--- config.mk ---
export PLATFORM = sky130hd
export DESIGN_NAME = hilo_div_ctrl
export DESIGN_NICKNAME = d
export VERILOG_FILES = /design/src/rtl/hilo_div_ctrl.sv
export SDC_FILE = /design/constraint.sdc
export NUM_CORES = 1
export LEC_CHECK = 0
export ABC_AREA = 0
export BUFFER_PORTS_ARGS = -buffer_cell sky130_fd_sc_hd__clkbuf_2
export CAP_MARGIN = 10
export CORE_ASPECT_RATIO = 0.7
export CORE_MARGIN = 8
export CORE_UTILIZATION = 40
export CTS_CLUSTER_DIAMETER = 100
export CTS_CLUSTER_SIZE = 10
export DETAILED_ROUTE_END_ITERATION = 8
export GPL_ROUTABILITY_DRIVEN = 1
export PLACE_DENSITY = 0.6
export SYNTH_ARGS = -nofsm -noshare
export SYNTH_HDL_FRONTEND = slang
export SYNTH_SLANG_ARGS = --single-unit
--- constraint.sdc ---
create_clock -name clk -period 7.1 [get_ports clk]
set_clock_uncertainty 0.1 [all_clocks]
set_input_delay 1.065 -clock clk [delete_from_list [all_inputs] [get_ports clk]]
set_output_delay 1.065 -clock clk [all_outputs]
set_load 0.1 [all_outputs]
--- src/rtl/hilo_div_ctrl.sv ---
`default_nettype none
// ============================================================================
//  Module      : hilo_div_ctrl
//  Description : Multi-cycle radix-2 restoring divider controller for DIV and
//                DIVU. Produces {remainder, quotient} for the HI/LO write-back
//                port and stalls the pipeline while a division is pending.
//  Revision    : 1.0 - initial release
// ============================================================================
module hilo_div_ctrl #(
    parameter int DW = 32
) (
    input  logic              clk,
    input  logic              rst,
    input  logic              start_i,
    input  logic              annul_i,
    input  logic              signed_i,
    input  logic [DW-1:0]     opdata1_i,
    input  logic [DW-1:0]     opdata2_i,
    output logic              busy_o,
    output logic              ready_o,
    output logic [2*DW-1:0]   result_o
);

    localparam int CW = (DW > 1) ? $clog2(DW) : 1;

    localparam logic [1:0]    c_IDLE    = 2'd0;
    localparam logic [1:0]    c_DIVZERO = 2'd1;
    localparam logic [1:0]    c_BUSY    = 2'd2;
    localparam logic [1:0]    c_DONE    = 2'd3;

    localparam logic [CW-1:0] c_CNT_LAST = CW'(DW - 1);

    logic [1:0]      r_state;
    logic [CW-1:0]   r_cnt;
    logic [2*DW:0]   r_dividend;   // {partial remainder (DW+1), dividend/quotient (DW)}
    logic [DW-1:0]   r_divisor;    // divisor magnitude
    logic            r_neg_q;
    logic            r_neg_r;

    logic [DW-1:0]   w_abs1;
    logic [DW-1:0]   w_abs2;
    logic [2*DW:0]   w_shift;
    logic [DW+1:0]   w_diff;
    logic            w_ge;
    logic [2*DW:0]   w_next;
    logic [DW-1:0]   w_quot;
    logic [DW-1:0]   w_rem;
    logic [2*DW-1:0] w_result;
    logic            w_unused;

    // Operand magnitudes: signed negatives are converted to two's-complement magnitude
    assign w_abs1 = (signed_i && opdata1_i[DW-1]) ? (~opdata1_i + 1'b1) : opdata1_i;
    assign w_abs2 = (signed_i && opdata2_i[DW-1]) ? (~opdata2_i + 1'b1) : opdata2_i;

    // One restoring step: shift left, trial-subtract the divisor from the upper part.
    // The partial remainder stays below the divisor, so the working register's top
    // bit is always zero before the shift and can be dropped.
    assign w_shift = {r_dividend[2*DW-1:0], 1'b0};
    assign w_diff  = {1'b0, w_shift[2*DW:DW]} - {2'b00, r_divisor};
    assign w_ge    = ~w_diff[DW+1];
    assign w_next  = w_ge ? {w_diff[DW:0], w_shift[DW-1:1], 1'b1} : w_shift;

    // Final sign correction; remainder takes the dividend's sign
    assign w_quot   = w_next[DW-1:0];
    assign w_rem    = w_next[2*DW-1:DW];
    assign w_result = {(r_neg_r ? (~w_rem + 1'b1) : w_rem),
                       (r_neg_q ? (~w_quot + 1'b1) : w_quot)};

    // Bits that are provably zero by construction
    assign w_unused = ^{r_dividend[2*DW]};

    // Stall while a request is outstanding and no result has been delivered
    assign busy_o = start_i & ~ready_o;

    // Division sequencer with registered ready/result
    always_ff @(posedge clk) begin
        if (rst) begin
            r_state    <= c_IDLE;
            r_cnt      <= '0;
            r_dividend <= '0;
            r_divisor  <= '0;
            r_neg_q    <= 1'b0;
            r_neg_r    <= 1'b0;
            ready_o    <= 1'b0;
            result_o   <= '0;
        end else begin
            case (r_state)
                c_IDLE: begin
                    if (start_i && !annul_i) begin
                        if (opdata2_i == '0) begin
                            r_state <= c_DIVZERO;
                        end else begin
                            r_state    <= c_BUSY;
                            r_dividend <= {{(DW+1){1'b0}}, w_abs1};
                            r_divisor  <= w_abs2;
                            r_neg_q    <= signed_i & (opdata1_i[DW-1] ^ opdata2_i[DW-1]);
                            r_neg_r    <= signed_i & opdata1_i[DW-1];
                            r_cnt      <= '0;
                        end
                    end
                end
                c_DIVZERO: begin
                    if (annul_i) begin
                        r_state <= c_IDLE;
                    end else begin
                        r_state  <= c_DONE;
                        ready_o  <= 1'b1;
                        result_o <= '0;
                    end
                end
                c_BUSY: begin
                    if (annul_i) begin
                        r_state <= c_IDLE;
                    end else begin
                        r_dividend <= w_next;
                        r_cnt      <= r_cnt + 1'b1;
                        if (r_cnt == c_CNT_LAST) begin
                            r_state  <= c_DONE;
                            ready_o  <= 1'b1;
                            result_o <= w_result;
                        end
                    end
                end
                c_DONE: begin
                    if (annul_i || !start_i) begin
                        r_state <= c_IDLE;
                        ready_o <= 1'b0;
                    end
                end
                default: begin
                    r_state <= c_IDLE;
                    ready_o <= 1'b0;
                end
            endcase
        end
    end

endmodule
`default_nettype wire

### After elaboration in Yosys (flattened, before gate mapping)

Cells that the tools add are included.

* $add $sub $neg: 6
* $mul: 0
* div/mod/pow operators: 0
* order comparisons: 0
* equality and inequality tests: 11
* shifts and indexed selects: 0
* mux-type cells: 29
* bitwise logic cells: 10
* reductions and logical operators: 16

Operator list (number)
* 64-bit 2-to-1 mux: 7
* 64-bit case mux with 2 select lines: 2
* 32-bit by 1-bit adder with 32-bit output (second input constant): 4
* 32-bit 2-to-1 mux: 4
* 32-bit inverter: 4
* 33-bit by 32-bit subtractor with 34-bit output: 1
* 32-bit zero test: 1
* 5-bit 2-to-1 mux: 3
* 2-bit 2-to-1 mux: 6
* 2-bit inequality test (second input constant): 6
* 5-bit case mux with 2 select lines: 1
* 2-bit case mux with 4 select lines: 1
* 4-bit AND reduction: 2
* 3-bit AND reduction: 2
* 5-bit by 1-bit adder with 5-bit output (second input constant): 1
* 5-bit == test (second input constant): 1
* 5-bit AND reduction: 1
* 2-bit == test (second input constant): 2
* 1-bit 2-to-1 mux: 4
* 2-bit nonzero test: 2
* 1-bit AND: 3
* 1-bit logical AND: 3
* 3-bit inequality test (second input constant): 1
* 1-bit case mux with 3 select lines: 1
* 7 further kinds: 9

* bits in registers: 170
* latch bits: 0
* memory bits (writable): 0
* ROM bits: 0
* input bits: 69
* output and inout port bits: 66
* word-level logic and storage cells: 80
* memories: 0

### Depth between registers and ports, before layout

* depth after elaboration: 8
* gate-level depth with buffers: 25

### Worst setup path after synthesis

OpenSTA, ideal clock, no wires.

* path type: register to register
* from: register r_divisor[1]
* to: register result_o[58]
* library setup time: 0.118 ns
* arrival time: 5.031 ns
* data required time: 6.882 ns
* setup slack: 1.851 ns
* cell stages (with the launch flop): 24
* buffers on the path: 4
* clock period less this slack: 5.249 ns
* cells stage by stage: dfxtp_1 > inv_1 > ha_1 > nor2b_2 > o2111ai_4 > a2111oi_4 > o311ai_4 > nand2_4 > clkbuf_1 > clkbuf_1 > buf_2 > buf_2 > nand2_1 > o21ai_0 > ha_1 > nand2_1 > or3_1 > nor4_1 > a41oi_1 > o21bai_1 > o31ai_1 > o21ai_0 > xnor2_1 > a22o_1

* longest elaborated chain between the ends: 8

Ends and longest elaborated chain
* start, declared: RTL line 36 `logic [DW-1:0] r_divisor;`
* start signal, assigned: RTL line 95 `r_divisor <= w_abs2;`
* 33-bit by 32-bit subtractor with 34-bit output (*): RTL line 59 `assign w_diff = {1'b0, w_shift[2*DW:DW]} - {2'b00, r_divisor};`
* 64-bit 2-to-1 mux (*): RTL line 61 `assign w_next = w_ge ? {w_diff[DW:0], w_shift[DW-1:1], 1'b1} : w_shift;`
* 32-bit inverter: RTL line 66 `assign w_result = {(r_neg_r ? (~w_rem + 1'b1) : w_rem),`
* 32-bit by 1-bit adder with 32-bit output: RTL line 66
* 32-bit 2-to-1 mux (*): RTL line 66
* 64-bit 2-to-1 mux (*): RTL line 117 `if (r_cnt == c_CNT_LAST) begin`
* 64-bit 2-to-1 mux (*): RTL line 112 `if (annul_i) begin`
* 64-bit case mux with 2 select lines (*): RTL line 87 `case (r_state)`
* end signal, assigned: RTL line 120 `result_o <= w_result;`
* end, declared: RTL line 21 `output logic [2*DW-1:0] result_o`

Every way passes the cells marked *; elsewhere a longest branch is shown, timed or not. The select of a mux whose other input is x is not followed.
A chain may end at the register's enable or synchronous reset.

### Worst setup path in the final report

* from: register r_dividend[49]
* to: register result_o[58]

* longest elaborated chain between the ends: 8

Ends and longest elaborated chain
* start, declared: RTL line 35 `logic [2*DW:0] r_dividend;`
* start signal, assigned: RTL line 94 `r_dividend <= {{(DW+1){1'b0}}, w_abs1};`
* start signal, assigned: RTL line 115 `r_dividend <= w_next;`
* 33-bit by 32-bit subtractor with 34-bit output: RTL line 59
* 64-bit 2-to-1 mux (*): RTL line 61
* 32-bit inverter: RTL line 66
* 32-bit by 1-bit adder with 32-bit output: RTL line 66
* 32-bit 2-to-1 mux (*): RTL line 66
* 64-bit 2-to-1 mux (*): RTL line 117
* 64-bit 2-to-1 mux (*): RTL line 112
* 64-bit case mux with 2 select lines (*): RTL line 87

Marked as above.

==> metrics.txt <==
syn_area_per_cell 7.62 sq um; placed instance count just under 2000; largest net degree at the start of global routing 80; sw frac between 40% and 50%; Starting Density between 40% and 50%; clock transition at the registers of the reported paths about 0.070 ns; Max IR drop VDD 206 uV; top cells by area, synth dfxtp_1 29%, xnor2_1 5.7%, a21oi_1 5.6%; TritonCTS Buffers 17; CTS Hold Bufs 0; share of the synthesized area in the top cell type around 29%; CTS H-tree lvls 4; drt pass-1 iters 6; Final Worst Setup Slack 1.72 ns; RSZ-0062 raised after global routing no; DRC Markers 0; #FFs+latches synth 170; Final Hold Fails 0; initial antenna violation count 1; clock network power share 24.1%; Hold Path Class reg -> reg; Critical Path Max Stage Delay about 0.48 ns; CP max-delay cell a2111oi_1; Slew Limit Fails 0; FF-to-FF Start r_dividend[49]; CP arrival 5.62 ns; Comb pwr share a little under half; die area 35300 sq um; root buffer cell clkbuf_16; status finished clean; WP data required 7.34 ns; Max clock buf depth 2; max cap viols 0; CP endpoint kind register; Placer Congestion ~0.99; final cell count without fillers 2006; final WL 42400 um; Slew @ Worst Pin 1.25 ns; # resized after CTS 0; Final min period roughly 5.4 ns; relative slew slack 16.8%; first-pass GRT wire length ~66000 um; # rows 52; grt total ovfl 0; antenna cells 0; final cycle utilization of the critical path 75.8%; Tot GR Track Use between 20% and 30%; Fmax roughly 190 MHz; Post-Syn Area 11800 sq um; worst setup path startpoint r_dividend[49]; Mapped Nets about 1700; post-DR vias/cell 6.06; Crit Path Max Fanout 9; Cell Area, Placed ~13000 sq um; CTS tree yes; Area growth, synth to finish 12.3%; CTS Sinks 170; Core Region 29000 sq um; final setup TNS 0 ns; DR vias between 10000 and 15000; number of global-route vias before repair ~11000; post-CTS setup buffer count 0; Synth Warn # 0; critical path's top delay family compound AO/OA/AOI/OAI gates; fin nets 1730; Die X 221 um; Synth top cells by count 170 x dfxtp_1, 160 x nor2_1, 152 x nand2_1; worst path bufs/invs 0; PwrDens 288 nW/um^2; Pwr Total ~3.8 mW; Layout Utilization a little under half; HP Start r_divisor[28]; DIE HEIGHT between 150 and 200 um; Flop pwr share between 20 and 30%; antenna-violating nets left 0; ys async rst share 0%; DP Wirelength 32100 um; # IOs 135; Net Sw Power about 1.7 mW; most common cell in the netlist dfxtp_1; Design Area, Final around 13000 sq um; DRT iter0 DRCs 1435; post-synthesis sequential area ratio between 20 and 30%; Synth Flop Type dfxtp_1; synth unique cells between 90 and 100; critical path, cell by cell ha_1 > a21oi_1 > o21ai_2 > a2111oi_1 > o311a_2 > nand2_4 > o21ai_0 > ha_1 > nand2_1 > or3_1 > nor4_1 > a41oi_1 > o21bai_1 > o31ai_1 > o21ai_0 > xnor2_1 > a22o_1; Port Buffers 134; DP Worst Slack around 1.8 ns; hold slack 0.363 ns; total internal power roughly 2.1 mW; Worst Setup Path Type reg -> reg; Leak 5.30 nW; cell taking the most area after synthesis dfxtp_1; layout cells sized above 1 about an eighth; final setup violating endpoints 0; startpoint types register; clock latency on the worst-skew pair between 0.4 and 0.5 ns; EDFF count, synth 0; Mapped Cells between 1500 and 2000; per-cell routed wire length roughly 21 um
cell type report:
| cell class | instances | area, sq um |
|---|---|---|
| Tap cell | 378 | 473 |
| Multi-Input combinational cell | 1225 | 7820 |
| Timing Repair Buffer | 150 | 793 |
| Clock inverter | 5 | 60.1 |
| Inverter | 53 | 201 |
| Sequential cell | 170 | 3400 |
| Clock buffer | 25 | 505 |
| Fill cell | 3045 | 15700 |
power by group through the flow:
stage               Combinational, mW  Clock (mW)  Sequential [mW]
detailed placement               1.75           0             1.11
global route                     1.96       0.981             1.10
floorplan                        1.24           0             1.11
finish                           1.81       0.922             1.09
CTS                              1.76       0.940             1.09
global placement                 1.76           0             1.11
cells by family after synthesis:
family / Yosys count / synth area share, %
DFF: 170 / 28.8
buffers and inverters: 154 / 5.14
xor gates and xnor gates: 130 / 9.65
muxes: 13 / 1.13
AOI/OAI and AO/OA: 470 / 27.2
adders and majority gates: 44 / 4.73
and+or+nand+nor: 568 / 23.3
registers in the layout, indices dropped and copies added, names as in the netlist:
register and flops:
r_neg_q 1, r_dividend 64, r_cnt 5, r_neg_r 1, result_o 64, ready_o 1, r_state 2, r_divisor 32
final timing paths:
check | slack (ns) | endpoint | cells past startpoint
setup reg to reg | 1.72 | result_o[58] | 17
hold reg to reg | 0.36 | r_divisor[28] | 2
setup / recovery | 1.72 | result_o[58] | 17
hold / removal | 0.36 | r_divisor[28] | 2
metal layers:
metal	track usage (%)	vias up	share of wire [%]
met1	35.3	5791	50
met4	5.33	2	1.3
met5	0	-	0.031
met2	30.8	528	38
met3	7.56	39	11
li1	-	5798	-
worst reg2reg max path, stage by stage, from the launching register on:
cell and delay, ns:
dfxtp_1 0.34, ha_1 0.42, a21oi_1 0.31, o21ai_2 0.13, a2111oi_1 0.48, o311a_2 0.36, nand2_4 0.11, o21ai_0 0.37
ha_1 0.29, nand2_1 0.07, or3_1 0.31, nor4_1 0.41, a41oi_1 0.38, o21bai_1 0.35, o31ai_1 0.35, o21ai_0 0.18
xnor2_1 0.15, a22o_1 0.17
layout by cell type (no fill, tap or decap), types with 42 or more instances in the layout:
| master | netlist | layout |
|---|---|---|
| ha_1 | 43 | 42 |
| nand2_1 | 152 | 152 |
| xor2_1 | 53 | 53 |
| a22oi_1 | 79 | 79 |
| inv_1 | 52 | 52 |
| nor2_1 | 160 | 157 |
| dfxtp_1 | 170 | 170 |
| xnor2_1 | 77 | 77 |
| a21oi_1 | 133 | 133 |
| o21ai_0 | 59 | 59 |
| clkbuf_2 | 1 | 133 |
| nand3_1 | 75 | 75 |
Power figures use the tool's default switching activity.
